$ cat config.mk
export PLATFORM = sky130hd
export DESIGN_NAME = wb_initiator
export DESIGN_NICKNAME = d
export VERILOG_FILES = /design/src/rtl/wb_initiator.sv
export SDC_FILE = /design/constraint.sdc
export NUM_CORES = 1
export LEC_CHECK = 0
export ABC_AREA = 1
export BUFFER_PORTS_ARGS = -buffer_cell sky130_fd_sc_hd__buf_2
export CORE_ASPECT_RATIO = 0.8
export CORE_UTILIZATION = 45
export DETAILED_ROUTE_END_ITERATION = 8
export PLACE_DENSITY = 0.86
export SLEW_MARGIN = 15
export SYNTH_ARGS = -nofsm -noshare
export SYNTH_HDL_FRONTEND = slang
export SYNTH_SLANG_ARGS = --single-unit
$ cat constraint.sdc
create_clock -name clk -period 3.9 [get_ports clk]
set_input_delay 0.78 -clock clk [delete_from_list [all_inputs] [get_ports clk]]
set_output_delay 0.78 -clock clk [all_outputs]
set_load 0.01 [all_outputs]
$ cat src/rtl/wb_initiator.sv
// Wishbone B4 classic initiator: turns a valid/ready request port into single
// bus cycles, one transaction outstanding, with an optional ack timeout.
module wb_initiator #(
    parameter int ADDR_WIDTH     = 32,
    parameter int DATA_WIDTH     = 32,
    parameter int TIMEOUT_CYCLES = 255
) (
    input  logic                  clk,
    input  logic                  rst_n,
    input  logic                  req_valid_i,
    output logic                  req_ready_o,
    input  logic                  req_we_i,
    input  logic [ADDR_WIDTH-1:0] req_addr_i,
    input  logic [DATA_WIDTH-1:0] req_wdata_i,
    output logic                  rsp_valid_o,
    input  logic                  rsp_ready_i,
    output logic [DATA_WIDTH-1:0] rsp_rdata_o,
    output logic                  rsp_err_o,
    output logic                  cyc_o,
    output logic                  stb_o,
    output logic                  we_o,
    output logic [ADDR_WIDTH-1:0] addr_o,
    output logic [DATA_WIDTH-1:0] data_o,
    input  logic [DATA_WIDTH-1:0] data_i,
    input  logic                  ack_i
);

    localparam int CW = (TIMEOUT_CYCLES > 0) ? $clog2(TIMEOUT_CYCLES + 1) : 1;
    localparam logic [CW-1:0] CNT_LAST = (TIMEOUT_CYCLES > 0) ? CW'(TIMEOUT_CYCLES - 1) : '0;

    typedef enum logic [1:0] {IDLE, BUS, RESP} state_t;

    state_t          state_reg;
    logic [CW-1:0]   cnt_reg;

    always_ff @(posedge clk or negedge rst_n) begin
        if (!rst_n) begin
            state_reg   <= IDLE;
            cnt_reg     <= '0;
            req_ready_o <= 1'b1;
            rsp_valid_o <= 1'b0;
            rsp_rdata_o <= '0;
            rsp_err_o   <= 1'b0;
            cyc_o       <= 1'b0;
            stb_o       <= 1'b0;
            we_o        <= 1'b0;
            addr_o      <= '0;
            data_o      <= '0;
        end else begin
            case (state_reg)
                IDLE: begin
                    if (req_valid_i && req_ready_o) begin
                        we_o        <= req_we_i;
                        addr_o      <= req_addr_i;
                        data_o      <= req_wdata_i;
                        cyc_o       <= 1'b1;
                        stb_o       <= 1'b1;
                        req_ready_o <= 1'b0;
                        cnt_reg     <= '0;
                        state_reg   <= BUS;
                    end
                end
                BUS: begin
                    // ack takes priority over a timeout expiring on the same cycle
                    if (ack_i) begin
                        cyc_o       <= 1'b0;
                        stb_o       <= 1'b0;
                        rsp_rdata_o <= we_o ? '0 : data_i;
                        rsp_err_o   <= 1'b0;
                        rsp_valid_o <= 1'b1;
                        state_reg   <= RESP;
                    end else if ((TIMEOUT_CYCLES != 0) && (cnt_reg == CNT_LAST)) begin
                        cyc_o       <= 1'b0;
                        stb_o       <= 1'b0;
                        rsp_rdata_o <= '0;
                        rsp_err_o   <= 1'b1;
                        rsp_valid_o <= 1'b1;
                        state_reg   <= RESP;
                    end else begin
                        cnt_reg <= cnt_reg + CW'(1);
                    end
                end
                RESP: begin
                    if (rsp_ready_i) begin
                        rsp_valid_o <= 1'b0;
                        req_ready_o <= 1'b1;
                        state_reg   <= IDLE;
                    end
                end
                default: begin
                    state_reg <= IDLE;
                end
            endcase
        end
    end

endmodule

# After elaboration in Yosys (flattened, before gate mapping)
# Cells that the tools add are included.
# totals
out_inout_bits	102
reg_bits	111
input_bits	102
elab_cells	56
# classes
n_addsub	1
reduce_logical	13
n_eq_ne	8
mux	24
# op_table
operator	count
$mux 32	3
$mux 8	3
$pmux 8 s2	1
$reduce_and 3->1	4
$mux 1	9
$add 8x1->8 const B	1
$eq 8x8->1 const B	1
$mux 2	4
$ne 2x2->1 const B	4
$reduce_bool 2->1	4
$pmux 1 s2	3
$pmux 2 s3	1
$reduce_and 2->1	2
$reduce_and 4->1	1
$ne 3x3->1 const B	1
$eq 2x1->1 const B	1
$eq 2x2->1 const B	1
$logic_not 2->1	1
$logic_and 1x1->1	1

# Logic depth before layout (Yosys ltp)
# Gate-level depths: netlist (run 1).
# depth
word_depth	4
depth_mapped	10
mapped_depth_nobuf	9

# Worst setup path after synthesis (run 1)
# OpenSTA, ideal clock, no wires.
# synth_path
path_type	in2reg
start	in req_valid_i
end	reg addr_o[10]
t_arrival_ps	1562
t_required_ps	3775
path_buffers	2
cell_stages	6
setup_time_ps	125
slack_ps	2213
path_cell_list	nand2_1 inv_1 nand2_2 buf_6 buf_6 mux2_4
# synth_via
elab_chain_cells	2
# synth_lines
element	line	rtl
start: declaration	10	input logic req_valid_i,
$logic_and 1x1->1	52	if (req_valid_i && req_ready_o) begin
$reduce_and 2->1 (no line)	--	
end signal: assignment	54	addr_o <= req_addr_i;
end: declaration	22	output logic [ADDR_WIDTH-1:0] addr_o,
# Every way passes these cells.
# A chain may end at the register's enable or synchronous reset.

# Worst setup path after layout (run 1)
# layout_path
start	reg req_ready_o
end	reg cnt_reg[2]
# layout_via
elab_chain_cells	3
# layout_lines
element	line	rtl
start: declaration	11	output logic req_ready_o,
start signal: assignment	40	req_ready_o <= 1'b1;
start signal: assignment	58	req_ready_o <= 1'b0;
start signal: assignment	86	req_ready_o <= 1'b1;
$logic_and 1x1->1	52	
$ne 2x2->1 (no line)	--	
$reduce_and 4->1 (no line)	--	
end signal: assignment	80	cnt_reg <= cnt_reg + CW'(1);
end: declaration	34	logic [CW-1:0] cnt_reg;
# Every way passes these cells.

==> flow_summary.yaml, run 1 <==
cells_and_area:
  top_regs: "addr_o (32), data_o (32), rsp_rdata_o (32)"
  antennaDiodeCount: 0
  nets: 677
  synthToLayoutAreaGrowth_pct: 30.3
  drive_gt1_share_pct: 50.7
clock_tree:
  postCtsSetupRepairBufs: 0
  cts_htree_levels: 3
  cts_buffer_depth: 2
  insertion_delay_ns: 0.33
  clkTransAtPathRegs_ns: 0.07
  clockRootBuffer: "clkbuf_16"
  clkSinkCount: 111
  numCtsBuffers: 9
  cts.repair.resized: 0
  cts_tree: "done"
  cts_hold_buffers: 0
detailed_routing:
  drtIter0Drc: 229
  top_layer: "met4"
  drc: 0
  wl_met3_um: 657
  wl_met2_um: 5220
  vias: 3418
  drt-wirelength-per-cell_um: 14.0
  first_pass_iters: 5
  wl_um: 10000
  vias_per_cell: 4.79
  ant_nets: 0
  wl_met1_um: 4070
setup_path:
  worst_setup_path_end_kind: "flip-flop"
  crit_end: "cnt_reg[2]"
  cpMaxStageDelayCell: "dfstp_2"
  cp_top_family: "simple AND/OR/NAND/NOR gates"
  cp.required_ns: 4.10
  timing.rr.start: "req_ready_o"
  path_class: "reg2reg"
  worstSetupStartpoint: "req_ready_o"
  timing.critical_path.mode_cell: "nand2_1"
  path_buf_inv: 1
  path_cells: "nand2_1 > inv_1 > nand2_4 > nand2_1 > nand3_1 > nand2_1 > o21ai_0"
  cp.arrival_ns: 2.30
  path_depth: 7
  crit_path_max_fanout: 69
  ff2ff_setup_slack_ns: 1.80
  critPathLaunchType: "flip-flop"
  worst_path_largest_cell_delay_ns: 0.54
  reg2reg_depth: 7
  r2r_end: "cnt_reg[2]"
global_routing:
  grt.total_usage_pct: 19.2
  grt.overflow.total: 0
  grt_pass1_wl_um: 15700
  grt_pass1_vias: 3409
  grt_start_max_net_pins: 87
  antenna_found_initial: 0
synthesis:
  syn_nets: 480
  synth_top_area_cell: "dfrtp_1"
  synth_commonest_cells: "110 x dfrtp_1, 92 x nand2_1, 48 x mux2_2"
  syn_area_mm2: 0.00451
  synth-edff-count: 0
  synth_seq_cells: 111
  ys.flop_type: "dfrtp_1"
  synthArstFlopShare_pct: 100
  avgSynthCellArea_um2: 12.0
  yosysSeqAreaShare_pct: 61.6
  syn_inst: 376
  synth_cell_types: 27
  synth_warnings: 0
  synth_top_area_share_pct: 61.0
  netlist_top_cells_area: "dfrtp_1 61%, mux2_2 12%, nand2_1 7.7%"
  yosysMostFrequentCell: "dfrtp_1"
power_and_ir_drop:
  irDropWorstVdd_mv: 0.449
  p_sw_mw: 1.59
  leakage_nw: 3.19
  comb_power_share_pct: 38.6
  switching_share_pct: 34.4
  p_seq_share_pct: 42.0
  cellInternalPower_mw: 3.03
  p_clk_share_pct: 19.4
  power.total_mw: 4.62
  cellPowerDensity_mw_per_mm2: 786
floorplan:
  rows: 32
  die_area_mm2: 0.0104
  die_x_um: 114
  pin_count: 204
  core_area_mm2: 0.00969
  initial_core_util_pct: 46.6
  die_y_um: 91.6
hold_path:
  hold_class: "in2async"
place:
  hpwl_um: 7270
  gp_congestion: 0.793
  numPortBuffers: 203
timing:
  rsz0062_at_grt: "no"
  finalHoldViolCount: 0
  fin_setup_tns_ns: 0
  fmax_ghz: 0.476
  final_max_slew_viol_count: 0
  setup_viol: 0
  min_period_over_period_pct: 53.8
  min_period_ns: 2.10
  worst_slew_pin_slew_ns: 0.982
  finClkSkew_ns: 0.00327
  slew_headroom_pct: 34.6
outcome:
  status: "finished clean"
run:
  cap_violations: 0
## power by group through the flow
| stage | logic (mW) | registers, mW | clock network, mW |
|---|---|---|---|
| floorplan | 0.864 | 2.18 | 0 |
| global placement | 1.74 | 1.92 | 0 |
| detailed placement | 1.81 | 1.95 | 0 |
| CTS | 1.81 | 1.94 | 0.924 |
| global route | 1.94 | 2.00 | 0.968 |
| finish | 1.78 | 1.94 | 0.897 |
## layout make-up
type | count | area, µm²
fillers | 826 | 3810
flip-flops and latches | 111 | 2780
multi-input cells | 232 | 1550
repair buffers | 204 | 1030
clock buffers | 10 | 229
well taps | 136 | 170
clock inverters | 6 | 68.8
inverters | 15 | 56.3
## cell families after synthesis
family	Yosys count	share of synthesized area, %
and+or+nand+nor	151	14.3
DFF	111	61.6
muxes	64	17.3
buffers and inverters	33	4.27
AOI/OAI and AO/OA	13	1.55
xor gates and xnor gates	2	0.388
adders and majority gates	2	0.555
## how the worst min path moves through the flow
stage | to | slack (ns) | cells after the start
5_1_grt | rsp_rdata_o[14] | 0.49 | 2
6_report | addr_o[14] | 0.47 | 1
4_1_cts | rsp_rdata_o[17] | 0.47 | 2
3_3_place_gp | rsp_rdata_o[1] | 0.45 | 2
3_5_place_dp | rsp_rdata_o[17] | 0.45 | 2
2_1_floorplan | cnt_reg[4] | 0.47 | 2
## stage by stage
step / hold slack [ns] / instance area (µm²) / worst slack (ns) / instances / util [%]
global placement: 0.448 / 5580 / 1.52 / 698 / 57.6
global route: 0.494 / 5880 / 1.60 / 714 / 60.7
finish: 0.467 / 5880 / 1.80 / 714 / 60.7
floorplan: 0.469 / 4510 / 2.21 / 376 / -
detailed placement: 0.453 / 5580 / 1.44 / 698 / 57.6
CTS: 0.470 / 5870 / 1.79 / 714 / 60.6
## layout by cell type (no fill, tap or decap)
cell type and count:
buf_6 1, dfrtp_1 110, nor3_1 1, mux2_2 48, buf_4 1, nand3b_1 1
clkinv_4 2, nand3_1 39, xnor2_1 1, bufinv_16 1, o31ai_1 1, o21bai_1 1
clkinv_2 1, buf_2 202, clkbuf_1 1, dfstp_2 1, nand3_2 1, nor2_2 2
inv_6 1, inv_1 12, nand2_1 92, o21ai_0 8, xor2_1 1, clkbuf_16 9
and3_1 1, a21oi_1 3, nand2_2 1, nand2_4 1, nor2_4 1, inv_2 3
mux2_4 16, clkinvlp_4 1, nor2_1 11, ha_1 2
## worst reg2reg max path: cells and delay by family, from the launching register on
kind | cells | cell delay (ns)
and+or+nand+nor | 5 | 1.23
DFF | 1 | 0.54
AOI/OAI and AO/OA | 1 | 0.11
buffers and inverters | 1 | 0.10
## per-layer routing
metal  up-vias  global-route usage [%]
met3         5                    5.41
li1       1629                       -
met2       139                    34.7
met4         0                    4.44
met5         -                       0
met1      1645                    22.4
No activity file was read; power rests on OpenSTA's default activity.
==> run 2: changes to the inputs <==
clock period = 2.02 ns   (was 3.9 ns; I/O delays follow)
==> run 2 against run 1 <==
Combinational power grew 96%; power is 96% higher; highest routed layer unchanged; hold slack worse by 0.46 ns.
==> flow_summary.yaml, run 2 (synthesis results as in run 1) <==
cells_and_area:
  layout_commonest_cell: "buf_2"
  post-route-util_pct: 61.6
  fillers: 832
  synthToLayoutAreaGrowth_pct: 32.2
  drive_gt1_share_pct: 51.0
  nets: 681
  final_cell_mix: "202 x buf_2, 110 x dfrtp_1, 92 x nand2_1"
  instances_no_fill: 718
  finalInstanceArea_mm2: 0.00597
  antennaDiodeCount: 0
  top_regs: "addr_o (32), data_o (32), rsp_rdata_o (32)"
setup_path:
  path_class: "reg2reg"
  crit_path_max_fanout: 34
  critPathLaunchType: "flip-flop"
  worst_setup_path_end_kind: "flip-flop"
  cp.arrival_ns: 1.89
  cp.required_ns: 2.20
run:
  cap_violations: 0
place:
  dpl_cell_area_mm2: 0.00566
  numPortBuffers: 203
  gp_congestion: 0.788
  dp_cells: 702
  hpwl_um: 7280
  pre_cts_ws_ns: 0.313
timing:
  setup_viol: 0
  fmax_ghz: 0.585
  slew_headroom_pct: 64.6
  final_max_slew_viol_count: 0
  worst_slew_pin_slew_ns: 0.530
  min_period_ns: 1.71
  finClkSkew_ns: 0.00533
  finalHoldViolCount: 0
  min_period_over_period_pct: 84.6
  fin_setup_tns_ns: 0
  setup_slack_ns: 0.311
  rsz0062_at_grt: "no"
  holdWs_ns: 0.00842
global_routing:
  grt_pass1_wl_um: 15800
  grt.total_usage_pct: 19.4
  grt_start_max_net_pins: 43
  antenna_found_initial: 0
  grt_pass1_vias: 3346
  grt.overflow.total: 0
power_and_ir_drop:
  irDropWorstVdd_mv: 0.788
  power.total_mw: 9.04
  switching_share_pct: 34.3
  p_sw_mw: 3.10
  p_clk_share_pct: 19.9
  leakage_nw: 3.23
  comb_power_share_pct: 38.6
  p_seq_share_pct: 41.6
  cellPowerDensity_mw_per_mm2: 1520
  cellInternalPower_mw: 5.94
floorplan:
  core_area_mm2: 0.00969
  pin_count: 204
  rows: 32
  die_y_um: 91.6
  die_x_um: 114
  initial_core_util_pct: 46.6
  die_area_mm2: 0.0104
detailed_routing:
  drtIter0Drc: 136
  ant_nets: 0
  drc: 0
  vias: 3394
  vias_per_cell: 4.73
  drt-wirelength-per-cell_um: 13.8
  wl_um: 9940
  first_pass_iters: 6
clock_tree:
  clockRootBuffer: "clkbuf_16"
  insertion_delay_ns: 0.34
  cts_buffer_depth: 2
  cts_tree: "done"
  numCtsBuffers: 9
  clkTransAtPathRegs_ns: 0.07
  cts_htree_levels: 3
  cts_hold_buffers: 0
  cts.repair.resized: 0
  postCtsSetupRepairBufs: 0
  clkSinkCount: 111
outcome:
  status: "finished clean"
hold_path:
  hold_class: "in2async"
-- run 2: path summary, 6_finish.rpt --
check                                startpoint         endpoint  slack (ns)  depth (start not counted)
min in group clk                    rsp_ready_i     state_reg[1]        0.24                          2
worst max register to register       cnt_reg[0]      rsp_valid_o        0.31                          8
worst max-delay path                 cnt_reg[0]      rsp_valid_o        0.31                          8
worst min-delay path                      rst_n       addr_o[30]       0.008                          1
worst min register to register  rsp_rdata_o[16]  rsp_rdata_o[16]        0.47                          2
max in group asynchronous                 rst_n       data_o[20]        1.44                          2
-- run 2: layer usage --
metal,track usage (%),vias up,wire [µm]
met1,24.0,1627,4120
met5,0,-,0
met3,5.47,6,629
met2,33.4,123,5130
li1,-,1638,-
met4,4.55,0,57
-- run 2: layout make-up --
cell class / instances / area, µm² / share of cell area [%]
tap: 136 / 170 / 2.85
multi-input combinational: 232 / 1550 / 25.9
timing repair buffer: 208 / 1110 / 18.5
clock inverter: 5 / 66.3 / 1.11
clock buffer: 11 / 243 / 4.07
inverter: 15 / 56.3 / 0.944
sequential: 111 / 2780 / 46.6
-- run 2: power by group through the flow --
stage	Clock [mW]	Sequential, mW	Combinational (mW)
final	1.80	3.76	3.49
after global routing	1.94	3.87	3.78
after CTS	1.85	3.76	3.53
after detailed placement	0	3.77	3.53
after global placement	0	3.70	3.42
after floorplan	0	4.21	1.67
-- run 2: critical path, stage by stage (launching register included) --
cell,delay [ns]
dfrtp_1,0.42
inv_1,0.08
ha_1,0.19
inv_1,0.05
nor2_1,0.06
nand3_2,0.09
nand2_2,0.07
inv_2,0.40
o21ai_0,0.20
==> run 3: changes to the inputs <==
clock period = 1.8 ns   (was 2.02 ns; I/O delays follow)
==> run 3 against run 2 <==
Clock power up 16%; hold slack gained 0.0053 ns; final area increased by 0.36%; routed wire length grew 3.4%; non-clock buffer count is the same; first-iteration DRC count rose by 85%; critical path depth shrank 1; critical endpoint is now cnt_reg[6]; sequential cell count stayed put; global-route usage rose by 0.59 points; cell count is the same; maximum frequency grew 8.0%; power rose by 14%.
==> flow_summary.yaml, run 3 (synthesis results as in run 1) <==
clock_tree:
  cts_buffer_depth: 2
  clkSinkCount: 111
  cts.repair.resized: 0
  numCtsBuffers: 9
  cts_tree: "done"
  cts_hold_buffers: 0
  cts_htree_levels: 3
  postCtsSetupRepairBufs: 0
  clkTransAtPathRegs_ns: 0.07
  insertion_delay_ns: 0.34
  clockRootBuffer: "clkbuf_16"
cells_and_area:
  instances_no_fill: 718
  finalInstanceArea_mm2: 0.00599
  top_regs: "addr_o (32), data_o (32), rsp_rdata_o (32)"
  antennaDiodeCount: 0
  nets: 681
  final_cell_mix: "202 x buf_2, 110 x dfrtp_1, 92 x nand2_1"
  drive_gt1_share_pct: 50.9
  layout_commonest_cell: "buf_2"
  synthToLayoutAreaGrowth_pct: 32.7
setup_path:
  timing.critical_path.mode_cell: "inv_1"
  worst_setup_path_end_kind: "flip-flop"
  cpMaxStageDelayCell: "dfrtp_1"
  path_cells: "inv_1 > ha_1 > inv_1 > nor2_1 > nand3_2 > nand3_1 > o21ai_0"
  worst_path_largest_cell_delay_ns: 0.42
  cp.arrival_ns: 1.79
  cp.required_ns: 2.00
  cp_top_family: "simple AND/OR/NAND/NOR gates"
  crit_path_max_fanout: 11
  path_class: "reg2reg"
  path_buf_inv: 2
  critPathLaunchType: "flip-flop"
place:
  dp_cells: 702
  numPortBuffers: 203
  pre_cts_ws_ns: 0.133
  hpwl_um: 7510
  gp_congestion: 0.822
  dpl_cell_area_mm2: 0.00567
floorplan:
  pin_count: 204
  die_area_mm2: 0.0104
  rows: 32
  die_x_um: 114
  core_area_mm2: 0.00969
  die_y_um: 91.6
  initial_core_util_pct: 46.6
detailed_routing:
  vias_per_cell: 4.87
  drtIter0Drc: 252
  ant_nets: 0
  vias: 3496
  drt-wirelength-per-cell_um: 14.3
  first_pass_iters: 4
  drc: 0
  wl_um: 10300
power_and_ir_drop:
  power.total_mw: 10.3
  irDropWorstVdd_mv: 1.03
  cellPowerDensity_mw_per_mm2: 1720
  leakage_nw: 3.23
timing:
  slew_headroom_pct: 65.3
  final_max_slew_viol_count: 0
  finClkSkew_ns: 0.00394
  rsz0062_at_grt: "no"
  setup_viol: 0
  fin_setup_tns_ns: 0
  min_period_ns: 1.58
  worst_slew_pin_slew_ns: 0.520
  finalHoldViolCount: 0
  min_period_over_period_pct: 87.9
  setup_slack_ns: 0.217
  fmax_ghz: 0.632
run:
  cap_violations: 0
hold_path:
  hold_class: "in2async"
global_routing:
  grt_start_max_net_pins: 60
  grt_pass1_wl_um: 16300
  grt.overflow.total: 0
  antenna_found_initial: 0
  grt_pass1_vias: 3483
  grt.total_usage_pct: 19.9
outcome:
  status: "finished clean"
[run 3: cell type report]
type / count / area, µm²
clock inverters: 5 / 82.6
fillers: 767 / 3700
inverters: 15 / 58.8
well taps: 136 / 170
multi-input cells: 232 / 1550
flip-flops and latches: 111 / 2780
clock buffers: 11 / 233
repair buffers: 208 / 1120
[run 3: worst paths after layout]
path	slack [ns]	cells past startpoint	to	from
setup / recovery	0.22	7	cnt_reg[6]	cnt_reg[0]
hold / removal	0.01	2	cnt_reg[0]	rst_n
setup reg to reg	0.22	7	cnt_reg[6]	cnt_reg[0]
hold reg to reg	0.47	2	rsp_rdata_o[6]	rsp_rdata_o[6]
max in group asynchronous	1.50	2	addr_o[17]	rst_n
min in group clk	0.21	2	state_reg[1]	rsp_ready_i
[run 3: metal layers]
layer	global-route usage [%]	vias up	share of wire (%)
met4	5.63	0	1.0
met5	0	-	0
met2	34.6	148	52
met3	5.34	11	6.6
met1	24.3	1698	41
li1	-	1639	-
[run 3: per-stage QoR]
stage               utilization, %  hold WS (ns)
floorplan                        -        0.0644
global placement              58.5         0.387
detailed placement            58.5         0.392
CTS                           61.8        0.0259
global route                  61.8        0.0271
finish                        61.8        0.0137
[run 3: where the power goes]
group	internal (mW)	switching [mW]	leakage, nW	total (mW)
combinational	1.95	2.03	1.70	3.98
sequential	3.61	0.600	1.38	4.21
clock	1.22	0.861	0.142	2.08
total	6.78	3.49	3.23	10.3
[run 3: worst register-to-register path: stages (launching register included)]
cell	delay (ns)
dfrtp_1	0.42
inv_1	0.09
ha_1	0.15
inv_1	0.04
nor2_1	0.16
nand3_2	0.13
nand3_1	0.30
o21ai_0	0.15
